===== src/rtl/apb_mem_slave_pkg.sv =====
// apb_mem_slave_pkg: shared FSM state codes and address-check helper for the APB memory slave
package apb_mem_slave_pkg;

   typedef enum logic [1:0] {
      ST_IDLE  = 2'd0,
      ST_WAIT  = 2'd1,
      ST_READY = 2'd2
   } state_t;

   // An access errors when enabled and the offset is outside the window or not word aligned.
   function automatic logic addr_err(
      input logic [15:0] off,
      input logic [15:0] size,
      input logic [15:0] mask,
      input logic        en
   );
      return en & ((off >= size) | ((off & mask) != 16'd0));
   endfunction

endpackage


===== src/rtl/apb_mem_slave_if.sv =====
// apb_mem_slave_if: APB bus bundle between one initiator PSEL line and one completer
interface apb_mem_slave_if #(
   parameter int P_DWIDTH = 32
);
   localparam int P_STRB = P_DWIDTH / 8;

   logic                PSEL;
   logic                PENABLE;
   logic                PWRITE;
   logic [31:0]         PADDR;
   logic [P_DWIDTH-1:0] PWDATA;
   logic [P_STRB-1:0]   PSTRB;
   logic [2:0]          PPROT;
   logic [P_DWIDTH-1:0] PRDATA;
   logic                PREADY;
   logic                PSLVERR;

   modport master (
      output PSEL, PENABLE, PWRITE, PADDR, PWDATA, PSTRB, PPROT,
      input  PRDATA, PREADY, PSLVERR
   );

   modport slave (
      input  PSEL, PENABLE, PWRITE, PADDR, PWDATA, PSTRB, PPROT,
      output PRDATA, PREADY, PSLVERR
   );

endinterface


===== src/rtl/apb_mem_slave_ram.sv =====
// apb_mem_slave_ram: single-port synchronous RAM with per-byte write enables and registered read data
module apb_mem_slave_ram #(
   parameter int  P_DWIDTH = 32,
   parameter int  P_DEPTH  = 4,
   localparam int P_STRB   = P_DWIDTH / 8,
   localparam int AW       = P_DEPTH > 1 ? $clog2(P_DEPTH) : 1
) (
   input  logic                PCLK,
   input  logic                we,
   input  logic [P_STRB-1:0]   be,
   input  logic [AW-1:0]       addr,
   input  logic [P_DWIDTH-1:0] wdata,
   output logic [P_DWIDTH-1:0] rdata
);

   logic [P_DWIDTH-1:0] mem [P_DEPTH];

   // Byte-lane writes and a read of the old word at the same edge; contents survive reset.
   always_ff @(posedge PCLK) begin
      for (int i = 0; i < P_STRB; i++)
         if (we && be[i]) mem[addr][8*i +: 8] <= wdata[8*i +: 8];
      rdata <= mem[addr];
   end

endmodule


===== src/rtl/apb_mem_slave.sv =====
// apb_mem_slave: APB3/APB4 completer with a byte-enabled memory window, programmable wait states and PSLVERR
module apb_mem_slave
   import apb_mem_slave_pkg::*;
#(
   parameter int          P_DWIDTH = 32,
   parameter logic [15:0] P_SIZE   = 16'h0010,
   parameter int          P_WAIT   = 0,
   parameter bit          P_ERR_EN = 1'b1
) (
   input logic            PCLK,
   input logic            PRESET,
   apb_mem_slave_if.slave bus
);

   localparam int          P_STRB   = P_DWIDTH / 8;
   localparam int          DEPTH    = int'(P_SIZE) / P_STRB;
   localparam int          AW       = DEPTH > 1 ? $clog2(DEPTH) : 1;
   localparam int          LB       = $clog2(P_STRB);
   localparam logic [15:0] MASK     = 16'(P_STRB - 1);
   localparam logic [3:0]  CNT_INIT = P_WAIT > 0 ? 4'(P_WAIT - 1) : 4'd0;

   state_t              state, state_nx;
   logic [15:0]         off, off_nx, ram_off, word;
   logic [3:0]          cnt, cnt_nx;
   logic                err, err_nx, wr, wr_nx;
   logic                setup, ready, we, unused;
   logic [P_DWIDTH-1:0] rdata;

   assign setup = bus.PSEL & ~bus.PENABLE;
   assign ready = state == ST_READY;

   // Next-state logic: latch the transfer at setup, count wait states, finish in one READY cycle.
   always_comb begin
      state_nx = state;
      off_nx   = off;
      err_nx   = err;
      wr_nx    = wr;
      cnt_nx   = cnt;
      case (state)
         ST_IDLE:
            if (setup) begin
               off_nx   = bus.PADDR[15:0];
               err_nx   = addr_err(bus.PADDR[15:0], P_SIZE, MASK, P_ERR_EN);
               wr_nx    = bus.PWRITE;
               cnt_nx   = CNT_INIT;
               state_nx = P_WAIT == 0 ? ST_READY : ST_WAIT;
            end
         ST_WAIT:
            if (!bus.PSEL) begin
               state_nx = ST_IDLE;
               cnt_nx   = 4'd0;
            end else if (cnt == 4'd0) state_nx = ST_READY;
            else cnt_nx = cnt - 4'd1;
         ST_READY: state_nx = ST_IDLE;
         default:  state_nx = ST_IDLE;
      endcase
   end

   // State register with synchronous reset that also aborts any transfer in flight.
   always_ff @(posedge PCLK) begin
      if (PRESET) begin
         state <= ST_IDLE;
         off   <= 16'd0;
         err   <= 1'b0;
         wr    <= 1'b0;
         cnt   <= 4'd0;
      end else begin
         state <= state_nx;
         off   <= off_nx;
         err   <= err_nx;
         wr    <= wr_nx;
         cnt   <= cnt_nx;
      end
   end

   // The RAM is addressed straight from the bus during IDLE so read data is ready by the first READY cycle.
   assign ram_off = state == ST_IDLE ? bus.PADDR[15:0] : off;
   assign word    = ram_off >> LB;
   assign we      = ready & wr & ~err & bus.PSEL & bus.PENABLE & ~PRESET;

   apb_mem_slave_ram #(
      .P_DWIDTH(P_DWIDTH),
      .P_DEPTH (DEPTH)
   ) u_ram (
      .PCLK (PCLK),
      .we   (we),
      .be   (bus.PSTRB),
      .addr (word[AW-1:0]),
      .wdata(bus.PWDATA),
      .rdata(rdata)
   );

   assign bus.PREADY  = ready;
   assign bus.PSLVERR = ready & err;
   assign bus.PRDATA  = ready & ~err & ~wr ? rdata : '0;

   assign unused = ^{bus.PPROT, bus.PADDR[31:16], word[15:AW]};

endmodule


===== src/flat_wrapper.sv =====
// flat-port wrapper written by rule: the top's interface ports become plain ports
module apb_mem_slave_flat import apb_mem_slave_pkg::*;
#(
   parameter int          P_DWIDTH = 32,
   parameter logic [15:0] P_SIZE   = 16'h0010,
   parameter int          P_WAIT   = 0,
   parameter bit          P_ERR_EN = 1'b1
)
  (PCLK, PRESET, bus_PSEL, bus_PENABLE, bus_PWRITE, bus_PADDR, bus_PWDATA, bus_PSTRB, bus_PPROT, bus_PRDATA, bus_PREADY, bus_PSLVERR);
  apb_mem_slave_if #(.P_DWIDTH(P_DWIDTH)) bus_i ();
  input logic PCLK;
  input logic PRESET;
  input wire logic [$bits(bus_i.PSEL)-1:0] bus_PSEL;
  input wire logic [$bits(bus_i.PENABLE)-1:0] bus_PENABLE;
  input wire logic [$bits(bus_i.PWRITE)-1:0] bus_PWRITE;
  input wire logic [$bits(bus_i.PADDR)-1:0] bus_PADDR;
  input wire logic [$bits(bus_i.PWDATA)-1:0] bus_PWDATA;
  input wire logic [$bits(bus_i.PSTRB)-1:0] bus_PSTRB;
  input wire logic [$bits(bus_i.PPROT)-1:0] bus_PPROT;
  output wire logic [$bits(bus_i.PRDATA)-1:0] bus_PRDATA;
  output wire logic [$bits(bus_i.PREADY)-1:0] bus_PREADY;
  output wire logic [$bits(bus_i.PSLVERR)-1:0] bus_PSLVERR;
  assign bus_i.PSEL = bus_PSEL;
  assign bus_i.PENABLE = bus_PENABLE;
  assign bus_i.PWRITE = bus_PWRITE;
  assign bus_i.PADDR = bus_PADDR;
  assign bus_i.PWDATA = bus_PWDATA;
  assign bus_i.PSTRB = bus_PSTRB;
  assign bus_i.PPROT = bus_PPROT;
  assign bus_PRDATA = bus_i.PRDATA;
  assign bus_PREADY = bus_i.PREADY;
  assign bus_PSLVERR = bus_i.PSLVERR;
  apb_mem_slave #(.P_DWIDTH(P_DWIDTH), .P_SIZE(P_SIZE), .P_WAIT(P_WAIT), .P_ERR_EN(P_ERR_EN)) u_core (.PCLK(PCLK), .PRESET(PRESET), .bus(bus_i));
endmodule

===== config.mk =====
export PLATFORM = sky130hd
export DESIGN_NAME = apb_mem_slave_flat
export DESIGN_NICKNAME = d
export VERILOG_FILES = /design/src/rtl/apb_mem_slave_pkg.sv /design/src/rtl/apb_mem_slave_if.sv /design/src/rtl/apb_mem_slave_ram.sv /design/src/rtl/apb_mem_slave.sv /design/src/flat_wrapper.sv
export SDC_FILE = /design/constraint.sdc
export NUM_CORES = 1
export LEC_CHECK = 0
export BUFFER_PORTS_ARGS = -buffer_cell sky130_fd_sc_hd__buf_4
export CAP_MARGIN = 20
export CORE_MARGIN = 5
export CORE_UTILIZATION = 45
export CTS_CLUSTER_SIZE = 10
export DETAILED_ROUTE_END_ITERATION = 7
export PLACE_DENSITY_LB_ADDON = 0.1
export REMOVE_ABC_BUFFERS = 1
export SLEW_MARGIN = 20
export SYNTH_ARGS = -nofsm -noshare
export SYNTH_HDL_FRONTEND = slang
export SYNTH_HIERARCHICAL = 1
export SYNTH_SLANG_ARGS = --single-unit

===== constraint.sdc =====
create_clock -name PCLK -period 2.25 [get_ports PCLK]
set_clock_uncertainty 0.2 [all_clocks]
set_input_delay 0.3375 -clock PCLK [delete_from_list [all_inputs] [get_ports PCLK]]
set_output_delay 0.3375 -clock PCLK [all_outputs]
set_load 0.005 [all_outputs]

# == Word level (Yosys, flattened, before mapping) ==
# Memory sizes are Yosys's and may differ from the RTL's. A register that Yosys moved wholly into a read port is not among the register bits.
# Cells that the tools add are included.
# word_totals
mem_count,1
ff_bits,12
elab_cells,56
output_inout_bits,34
in_bits,76
ramBits,128
# mem_list
memory,words,width,rd,rd_clocked_by_memory_dff,wr,line,text
u_core.u_ram.mem,4,32,1,1,1,apb_mem_slave_ram.sv:16,logic [P_DWIDTH-1:0] mem [P_DEPTH];
# op_classes
muxes,18
n_eq_ne,5
n_lt_le_gt_ge,1
reduce_logical,11
bitwise,14
add_sub_neg,1
# op_table
operator,count
$mux 32,1
$ge 16x5->1 const B,1
$mux 4,4
$reduce_bool 16->1,1
$and 1x1->1,9
$mux 1,8
$pmux 4 s2,1
$mux 2,3
$logic_and 1x1->1,4
$logic_not 4->1,1
$not 1->1,4
$pmux 2 s2,1
$reduce_and 2->1,2
$sub 4x1->4 const B,1
$ne 3x2->1 const B,1
$ne 3x3->1 const B,1
$reduce_and 3->1,1
$eq 2x1->1 const B,1
$eq 2x2->1 const B,1
$logic_not 2->1,1
$ne 2x1->1 const B,1
$reduce_bool 2->1,1
$or 1x1->1,1

# == Depth between registers and ports, before layout ==
# Gate-level depths: netlist of run 1.
# depth
depth_word,9
mapped_depth,4
ltp_nobuf,3

# == Hierarchy ==
# Netlist of run 1, hierarchy kept.
# by_module_without_submodules
module,cells_each,n_inst,seq_area_each_um2,area_each_um2
apb_mem_slave_ram,219,1,4484.3,5425.2
apb_mem_slave,67,1,100.1,476.7

# == Worst setup path before layout of run 1 ==
# OpenSTA, ideal clock, no wires.
# synth_path
path_type,register -> register
from,reg u_core.state[1]
to,mem u_core.u_ram.mem[0][0] (enable)
setup_slack_ns,-0.246
n_path_buf,1
path_stages_with_launch,4
required_time_ns,1.655
t_arrival_ns,1.901
setup_ns,0.395
synth_period_minus_slack_ns,2.496
cell_sequence,dfxtp_1 -> mux2_2 -> buf_2 -> nor4bb_1
# synth_via
elab_cells_between_ends,11
cone_classes,eq/ne (1); mux (3); bitwise (5); reduce/logical (2)
# synth_rtl
item,line,text
start: declaration,apb_mem_slave.sv:22,"state_t state, state_nx;"
start signal: assignment,apb_mem_slave.sv:68,state <= state_nx;
$logic_not 2->1,apb_mem_slave.sv:77,assign ram_off = state == ST_IDLE ? bus.PADDR[15:0] : off;
$mux 4,apb_mem_slave.sv:77,
via u_core.ram_off[2],apb_mem_slave.sv:23,"logic [15:0] off, off_nx, ram_off, word;"
end: declaration,apb_mem_slave_ram.sv:16,
# The timed path passes the listed nets, and every way through them passes these cells.

# == Worst setup path after layout of run 1 ==
# layout_path
from,in bus_PADDR[3]
to,mem u_core.u_ram.mem[1][3] (enable)
# layout_via
elab_chain_cells,1
# layout_rtl
item,line,text
start: declaration,flat_wrapper.sv:16,input wire logic [$bits(bus_i.PADDR)-1:0] bus_PADDR;
$mux 4,apb_mem_slave.sv:77,
via u_core.ram_off[3],apb_mem_slave.sv:23,
# The timed path passes the listed nets, and every way through them passes these cells.

==> results of run 1 <==
synth_stat cells (all sizes together):
master | count | area, sq um
nand4b | 1 | 8.76
a211oi | 1 | 7.51
and4b | 8 | 80.1
clkbuf | 7 | 26.3
mux4 | 32 | 721
nor2 | 4 | 15.0
and4 | 4 | 35.0
dfxtp | 37 | 741
nor4 | 1 | 6.26
or3b | 1 | 11.3
nor4b | 1 | 8.76
nor3b | 1 | 7.51
and2 | 33 | 206
nor4bb | 4 | 40.0
nor3 | 1 | 5.00
edfxtp | 128 | 3840
or4 | 3 | 22.5
mux2 | 2 | 22.5
nand2 | 6 | 22.5
a21oi | 3 | 15.0
nand2b | 1 | 6.26
buf | 7 | 50.1
per-layer routing:
layer / wire length [um] / GRT usage, %
met1: 4240 / 16.8
met2: 5690 / 25.1
met3: 401 / 4.37
met4: 171 / 5.61
met5: 0 / 0
layout make-up:
type | count | share of cell area (%)
sequential | 165 | 57.9
clock buffer | 26 | 5.93
timing repair buffer | 158 | 16.7
clock inverter | 6 | 0.664
tap | 172 | 2.72
multi-input combinational | 107 | 16.1
layout by cell type (no fill, tap or decap), types with 2 or more instances in the layout:
cell	instances
nor2_1	3
edfxtp_1	128
a21oi_1	3
dfxtp_1	36
clkbuf_16	17
buf_12	2
nor4bb_1	3
clkinv_1	2
clkbuf_1	8
mux4_2	32
and4b_1	8
buf_4	118
and2_1	33
nand2_1	6
and4_1	4
dlygate4sd3_1	36
mux2_2	2
clkinv_2	3
or4_1	3
cell families after synthesis:
group           count (synthesis)  share of synthesized area (%)
compound gates                  4                          0.382
buf+inv                        14                           1.29
flops                         165                           77.7
mux                            34                           12.6
simple gates                   69                           8.06
stage by stage:
stage | total power [W] | setup slack, ps | cell area, sq um | TNS (ps)
6_report | 0.00627 | 61.8 | 7920 | 0
2_1_floorplan | 0.00353 | -536 | 5830 | -25410
3_3_place_gp | 0.00371 | 182 | 6940 | 0
3_5_place_dp | 0.00372 | 160 | 6940 | 0
5_1_grt | 0.00650 | 4.28 | 7920 | 0
4_1_cts | 0.00635 | 36.6 | 7900 | 0
where the power goes:
group	internal, W	total [W]	switching (W)	leakage (nW)
sequential	0.00332	0.00334	0.0000105	1.46
combinational	0.000235	0.000380	0.000145	1.20
clock	0.00154	0.00256	0.00102	0.255
critical path: stages:
cell and delay (ps):
dlygate4sd3_1 530, buf_4 140, mux2_2 430, buf_4 230
and4b_1 280, buf_4 160
registers in the layout, indices dropped and copies added, names as in the netlist:
name / flops
u_core/err: 1
u_core/u_ram/rdata: 32
u_core/wr: 1
u_core/off: 2
u_core/u_ram/mem: 128
u_core/state: 1
how the worst max path moves through the flow:
stage	start	endpoint	slack, ps
5_1_grt	bus_PADDR[3]	u_core/u_ram/mem[1][20]	4
2_1_floorplan	u_core/state[1]	u_core/u_ram/mem[0][0]	-540
6_report	bus_PADDR[3]	u_core/u_ram/mem[1][3]	60
3_5_place_dp	u_core/state[1]	u_core/u_ram/mem[1][22]	160
4_1_cts	u_core/state[1]	bus_PRDATA[11]	40
3_3_place_gp	u_core/state[1]	u_core/u_ram/mem[1][22]	180
timing repair:
| action | CTS | global route |
|---|---|---|
| hold buffers | 36 | 0 |
| pin swaps | 1 | 1 |
| gates resized for setup | 6 | 3 |
| endpoints found under the hold margin | 133 | 0 |
| endpoints found under the setup margin | 26 | 20 |
| cloned | 1 | 0 |
| setup buffers | 2 | 0 |
==> results_dict.tcl, run 1 <==
set metrics [dict create \
    report.final.slew_viol_count 0 \
    regArea_sq_um 4590 \
    power_density_nw_per_um2 792 \
    worstSetupEndpointType "flip-flop" \
    hp-start "bus_PENABLE" \
    cap_viol_max_count 0 \
    ant_nets 0 \
    grt_pass1_vias 3296 \
    num_vias 3029 \
    leakagePower_nw 2.91 \
    synth_warnings 6 \
    grtUsageTotal_pct 14.5 \
    rows 41 \
    critical_path_class "input port to flip-flop" \
    avgViaCountPerCell 4.78 \
    htree_levels 4 \
    ir_worst_vdd_uv 684 \
    diodes 0 \
    hold_depth 3 \
    hold_class "input port to flip-flop" \
    synth_cells 286 \
    nets 525 \
    start_util_pct 46.4 \
    clk_path_buf_depth 2 \
    rsz0062_at_grt "false" \
    cp.arrival_ps 2120 \
    placed_cells 563 \
    wirelength_um 10500 \
    min_period_ps 2190 \
    cp.required_ps 2180 \
    die_w_um 125 \
    r2r_cells 5 \
    drt-initial-drc-count 209 \
    syn_avg_cell_area_sq_um 20.6 \
    grt_max_degree 22 \
    dr.pass1.iters 4 \
    status "finished, final reports clean" \
    insertion_delay_ps 410 \
    rr_endpoint "u_core/u_ram/mem[1][3]" \
    grt_pass1_wl_um 17100 \
    maxSlewHeadroom_pct 69.0 \
    clock-root-buffer "clkbuf_16" \
    fmax_mhz 457 \
    rrSetupSlack_ps 150 \
    numCtsBuffers 17 \
    synth_cell_types 24 \
    core_sq_um 12700 \
    syn_to_final_growth_pct 34.2 \
    tritoncts "built" \
    dieArea_sq_um 15500 \
    critPathLaunchType "input port" \
    clkSlewWorstSetupHoldPaths_ps 60 \
    worst_pin_slew_ps 465 \
    gp_congestion 0.715 \
    drc_errors 0 \
    multi_input_area_sq_um 1270 \
    hold_ws_ps 37.4 \
    drive_gt1_share_pct 39.6 \
    fillers 965 \
    grt_antenna_before_repair 0 \
    cp_max_fo 21 \
    reg2reg_from "u_core/state[1]" \
    clock-sinks 165 \
    dp_hpwl_um 6930 \
    syn-cell-area_sq_um 5900 \
    portBuffers 90 \
    finalSetupViolations 0 \
    final_util_pct 62.2 \
    yosysSeqAreaShare_pct 77.7 \
    hold_viol_final 0 \
    gr-total-overflow 0 \
    finalCritPeriodShare_pct 97.3 \
    min_to "u_core/state[1]" \
    synth_seq_cells 165 \
    num_io_pins 110 \
    die_h_um 125 \
    instances_no_fill 634 \
    wl_per_cell_um 16.6 \
]
No activity file was read; power rests on OpenSTA's default activity.
==> run 2: changes to the inputs <==
--- a/config.mk
+++ b/config.mk
@@ -12,8 +12,9 @@
 export CTS_CLUSTER_SIZE = 10
 export DETAILED_ROUTE_END_ITERATION = 7
 export PLACE_DENSITY_LB_ADDON = 0.1
+export RECOVER_POWER = 100
 export REMOVE_ABC_BUFFERS = 1
-export SLEW_MARGIN = 20
+export SLEW_MARGIN = 5
 export SYNTH_ARGS = -nofsm -noshare
 export SYNTH_HDL_FRONTEND = slang
 export SYNTH_HIERARCHICAL = 1
==> run 2 against run 1 <==
Compared with the run above: worst hold slack improved by 17 ps; final cell count unchanged; register-to-register slack got worse by 20 ps; via count increased by 0.33%; clock-buffer cell count unchanged; routed wire length decreased by 0.21%; first-iteration DRC count decreased by 0.48%; global-route usage unchanged; final area decreased by 2.1%; critical endpoint is now u_core/u_ram/mem[2][2]; largest cell class unchanged.
==> results_dict.tcl, run 2 (synthesis gave the netlist of run 1 again) <==
set metrics [dict create \
    cp.required_ps 2170 \
    layout_commonest_cell "edfxtp_1" \
    hold_class "input port to flip-flop" \
    clk_path_buf_depth 2 \
    clkSlewWorstSetupHoldPaths_ps 60 \
    worstSetupEndpointType "flip-flop" \
    drc_errors 0 \
    largest_register "u_core/u_ram/mem" \
    diodes 0 \
    ir_worst_vdd_uv 683 \
    finalCritPeriodShare_pct 97.8 \
    cp.arrival_ps 2120 \
    top_regs "u_core/u_ram/mem (128), u_core/u_ram/rdata (32), u_core/off (2)" \
    num_vias 3039 \
    fillers 1010 \
    grt_pass1_wl_um 17100 \
    drt-initial-drc-count 208 \
    finalSetupViolations 0 \
    fmax_mhz 454 \
    report.final.slew_viol_count 0 \
    die_w_um 125 \
    leakagePower_nw 2.75 \
    rows 41 \
    critPathLaunchType "input port" \
    regArea_sq_um 4580 \
    wl_per_cell_um 16.5 \
    gr-total-overflow 0 \
    setup_tns_ps 0 \
    hold_viol_final 0 \
    rsz0062_at_grt "false" \
    die_h_um 125 \
    dr.pass1.iters 4 \
    grt_pass1_vias 3296 \
    avgViaCountPerCell 4.79 \
    grt_max_degree 22 \
    dieArea_sq_um 15500 \
    finalPower_w 0.00624 \
    numCtsBuffers 17 \
    cap_viol_max_count 0 \
    hold_ws_ps 54.6 \
    grt_antenna_before_repair 0 \
    start_util_pct 46.4 \
    num_io_pins 110 \
    clock-sinks 165 \
    critical_path_class "input port to flip-flop" \
    largest_reg_flops 128 \
    min_period_ps 2200 \
    dp_hpwl_um 6930 \
    htree_levels 4 \
    place_ws_ps 160 \
    ant_nets 0 \
    mostFrequentLayoutCells "edfxtp_1, buf_4, clkbuf_1" \
    worst_pin_slew_ps 462 \
    insertion_delay_ps 410 \
    clock-root-buffer "clkbuf_16" \
    nets 525 \
    tritoncts "built" \
    core_sq_um 12700 \
    drive_gt1_share_pct 31.4 \
    syn_to_final_growth_pct 31.4 \
    wirelength_um 10500 \
    status "finished, final reports clean" \
    grtUsageTotal_pct 14.5 \
    gp_congestion 0.715 \
    multi_input_area_sq_um 1270 \
    layout_setup_ws_ps 49.6 \
    maxSlewHeadroom_pct 69.2 \
    cp_max_fo 21 \
    power_density_nw_per_um2 805 \
    portBuffers 90 \
]
## run 2: per-stage QoR
step           instance area (sq um)  utilization [%]  cells
4_1_cts                         7900             62.1    634
2_1_floorplan                   5830                -    272
5_1_grt                         7750             61.0    634
3_5_place_dp                    6940             54.6    563
3_3_place_gp                    6940             54.6    563
6_report                        7750             61.0    634
## run 2: critical path, stage by stage
cell and delay (ps):
dlygate4sd3_1 520, clkbuf_1 140, mux2_2 470, buf_4 230, and4b_1 230, clkbuf_2 180
## run 2: path summary, 6_finish.rpt
path	from	to	slack [ps]	depth (start not counted)
setup / recovery	bus_PADDR[3]	u_core/u_ram/mem[2][2]	50	6
hold / removal	bus_PENABLE	u_core/off[2]	50	4
setup reg to reg	u_core/state[1]	u_core/u_ram/mem[1][3]	130	5
hold reg to reg	u_core/off[2]	u_core/off[2]	250	2
## run 2: timing repair
item,CTS,global route
hold endpoints to repair,133,0
cloned,1,0
hold buffers,36,0
setup endpoints to repair,26,20
pin swaps,1,1
gates resized for setup,6,3
buffers inserted,2,0
## run 2: cell type report
type | count | area share, %
clock buffers | 26 | 6.05
clock inverters | 6 | 0.678
multi-input cells | 107 | 16.4
flip-flops and latches | 165 | 59.1
well taps | 172 | 2.78
repair buffers | 158 | 15.0
## run 2: where the power goes
part	internal, W	switching, W	leakage [nW]
clock network	0.00154	0.00102	0.255
logic	0.000206	0.000145	1.04
registers	0.00332	0.0000107	1.46
## run 2: per-layer routing
metal,track usage [%],vias to the layer above,part of all wire (%)
met5,0,-,0
met4,5.61,0,1.6
met3,4.37,16,3.7
met2,25.1,53,54
met1,16.8,1499,40
li1,-,1471,-
==> run 3: changes to the inputs <==
--- a/config.mk
+++ b/config.mk
@@ -11,6 +11,7 @@
 export CORE_UTILIZATION = 45
 export CTS_CLUSTER_SIZE = 10
 export DETAILED_ROUTE_END_ITERATION = 7
+export MAX_ROUTING_LAYER = met4
 export PLACE_DENSITY_LB_ADDON = 0.1
 export RECOVER_POWER = 100
 export REMOVE_ABC_BUFFERS = 1
==> run 3 against run 2 <==
Compared with the run above: sequential power about the same; critical path depth unchanged; non-clock buffer count unchanged; worst hold slack got worse by 1.5 ps; sequential share of layout area about the same; largest power group unchanged; first-iteration DRC count increased by 20%; routed wire length increased by 0.20%; clock power about the same; clock-buffer cell count unchanged.
==> results_dict.tcl, run 3 (synthesis gave the netlist of run 1 again) <==
set metrics [dict create \
    clk_path_buf_depth 2 \
    grtUsageTotal_pct 14.9 \
    leakagePower_nw 2.75 \
    cp.arrival_ps 2110 \
    cp_cell_sequence "dlygate4sd3_1, clkbuf_1, mux2_2, buf_4, and4b_1, clkbuf_2" \
    largest_reg_flops 128 \
    dr.pass1.iters 4 \
    min_period_ps 2190 \
    status "finished, final reports clean" \
    nets 525 \
    finalSetupViolations 0 \
    finalCritPeriodShare_pct 97.4 \
    critPathLaunchType "input port" \
    clock-sinks 165 \
    hold_viol_final 0 \
    final_area_sq_um 7750 \
    tritoncts "built" \
    ant_nets 0 \
    syn_to_final_growth_pct 31.4 \
    cp.required_ps 2170 \
    fillers 1011 \
    rsz0062_at_grt "false" \
    setup_tns_ps 0 \
    worst_pin_slew_ps 459 \
    cpPeakStageDelay_ps 520 \
    numCtsBuffers 17 \
    core_sq_um 12700 \
    worstSetupEndpointType "flip-flop" \
    grt_max_degree 22 \
    grt_pass1_wl_um 17100 \
    maxSlewHeadroom_pct 69.4 \
    start_util_pct 46.4 \
    gp_congestion 0.723 \
    instances_no_fill 634 \
    power_density_nw_per_um2 805 \
    cp_max_fo 21 \
    grt_pass1_vias 3297 \
    clock-root-buffer "clkbuf_16" \
    largest_register "u_core/u_ram/mem" \
    dp_hpwl_um 6930 \
    hold_class "input port to flip-flop" \
    drt-initial-drc-count 250 \
    wirelength_um 10500 \
    htree_levels 4 \
    wl_per_cell_um 16.6 \
    layout_commonest_cell "edfxtp_1" \
    cap_viol_max_count 0 \
    die_h_um 125 \
    cpMaxStageDelayCell "dlygate4sd3_1" \
    mostFrequentLayoutCells "edfxtp_1, buf_4, clkbuf_1" \
    dieArea_sq_um 15500 \
    portBuffers 90 \
    placed_cells 563 \
    top_regs "u_core/u_ram/mem (128), u_core/u_ram/rdata (32), u_core/off (2)" \
    critical_path_class "input port to flip-flop" \
    insertion_delay_ps 420 \
    ir_worst_vdd_uv 684 \
    grt_antenna_before_repair 0 \
    gr-total-overflow 0 \
    place_area_sq_um 6940 \
    finalPower_w 0.00625 \
    die_w_um 125 \
    report.final.slew_viol_count 0 \
    rows 41 \
    num_io_pins 110 \
    fmax_mhz 457 \
    num_vias 3032 \
    drc_errors 0 \
    clkSlewWorstSetupHoldPaths_ps 60 \
    final_util_pct 60.9 \
    diodes 0 \
    avgViaCountPerCell 4.78 \
    drive_gt1_share_pct 31.2 \
]
-- run 3: cell counts in the layout (fill, tap and decap cells not counted) --
No cell type changed its count.
-- run 3: layout make-up --
class	instances	area, sq um	area share (%)
Timing Repair Buffer	158	1160	15.0
Multi-Input combinational cell	107	1270	16.4
Clock inverter	6	52.6	0.678
Sequential cell	165	4580	59.1
Clock buffer	26	469	6.05
Tap cell	172	215	2.78
-- run 3: power breakdown --
group	internal [W]	total, W	switching [W]
logic	0.000206	0.000351	0.000145
clock network	0.00154	0.00256	0.00102
registers	0.00332	0.00334	0.0000108
-- run 3: repair_timing --
item                       in CTS  in global routing
buffers inserted                2                  0
gates resized for setup         6                  3
hold endpoints to repair      133                  0
pin swaps                       1                  1
hold buffers                   36                  0
gates cloned                    1                  0
setup endpoints to repair      26                 20
-- run 3: routing by layer --
layer  GRT usage, %  up-vias  part of all wire (%)
met5              -        -                     0
met3           4.50       16                   3.8
met1           16.9     1489                    40
met4           5.61        0                   1.6
li1               -     1472                     -
met2           25.1       55                    54
-- run 3: path summary, 6_finish.rpt --
path	from	end	slack [ps]	depth (start not counted)
max	bus_PADDR[3]	u_core/u_ram/mem[2][2]	60	6
min	bus_PENABLE	u_core/off[2]	50	4
max reg2reg	u_core/state[1]	u_core/u_ram/mem[1][18]	120	3
min reg2reg	u_core/off[2]	u_core/off[2]	250	2
-- run 3: metrics by stage --
stage | hold WS, ps | worst slack, ps
4_1_cts | 13.4 | 36.6
6_report | 53.1 | 59.5
2_1_floorplan | 207 | -536
3_3_place_gp | 240 | 182
5_1_grt | 62.2 | 4.50
3_5_place_dp | 247 | 160
-- run 3: worst max-delay path: cells and delay by family --
kind                   cells  cell delay [ps]
buffers and inverters      4             1070
muxes                      1              460
and+or+nand+nor            1              230
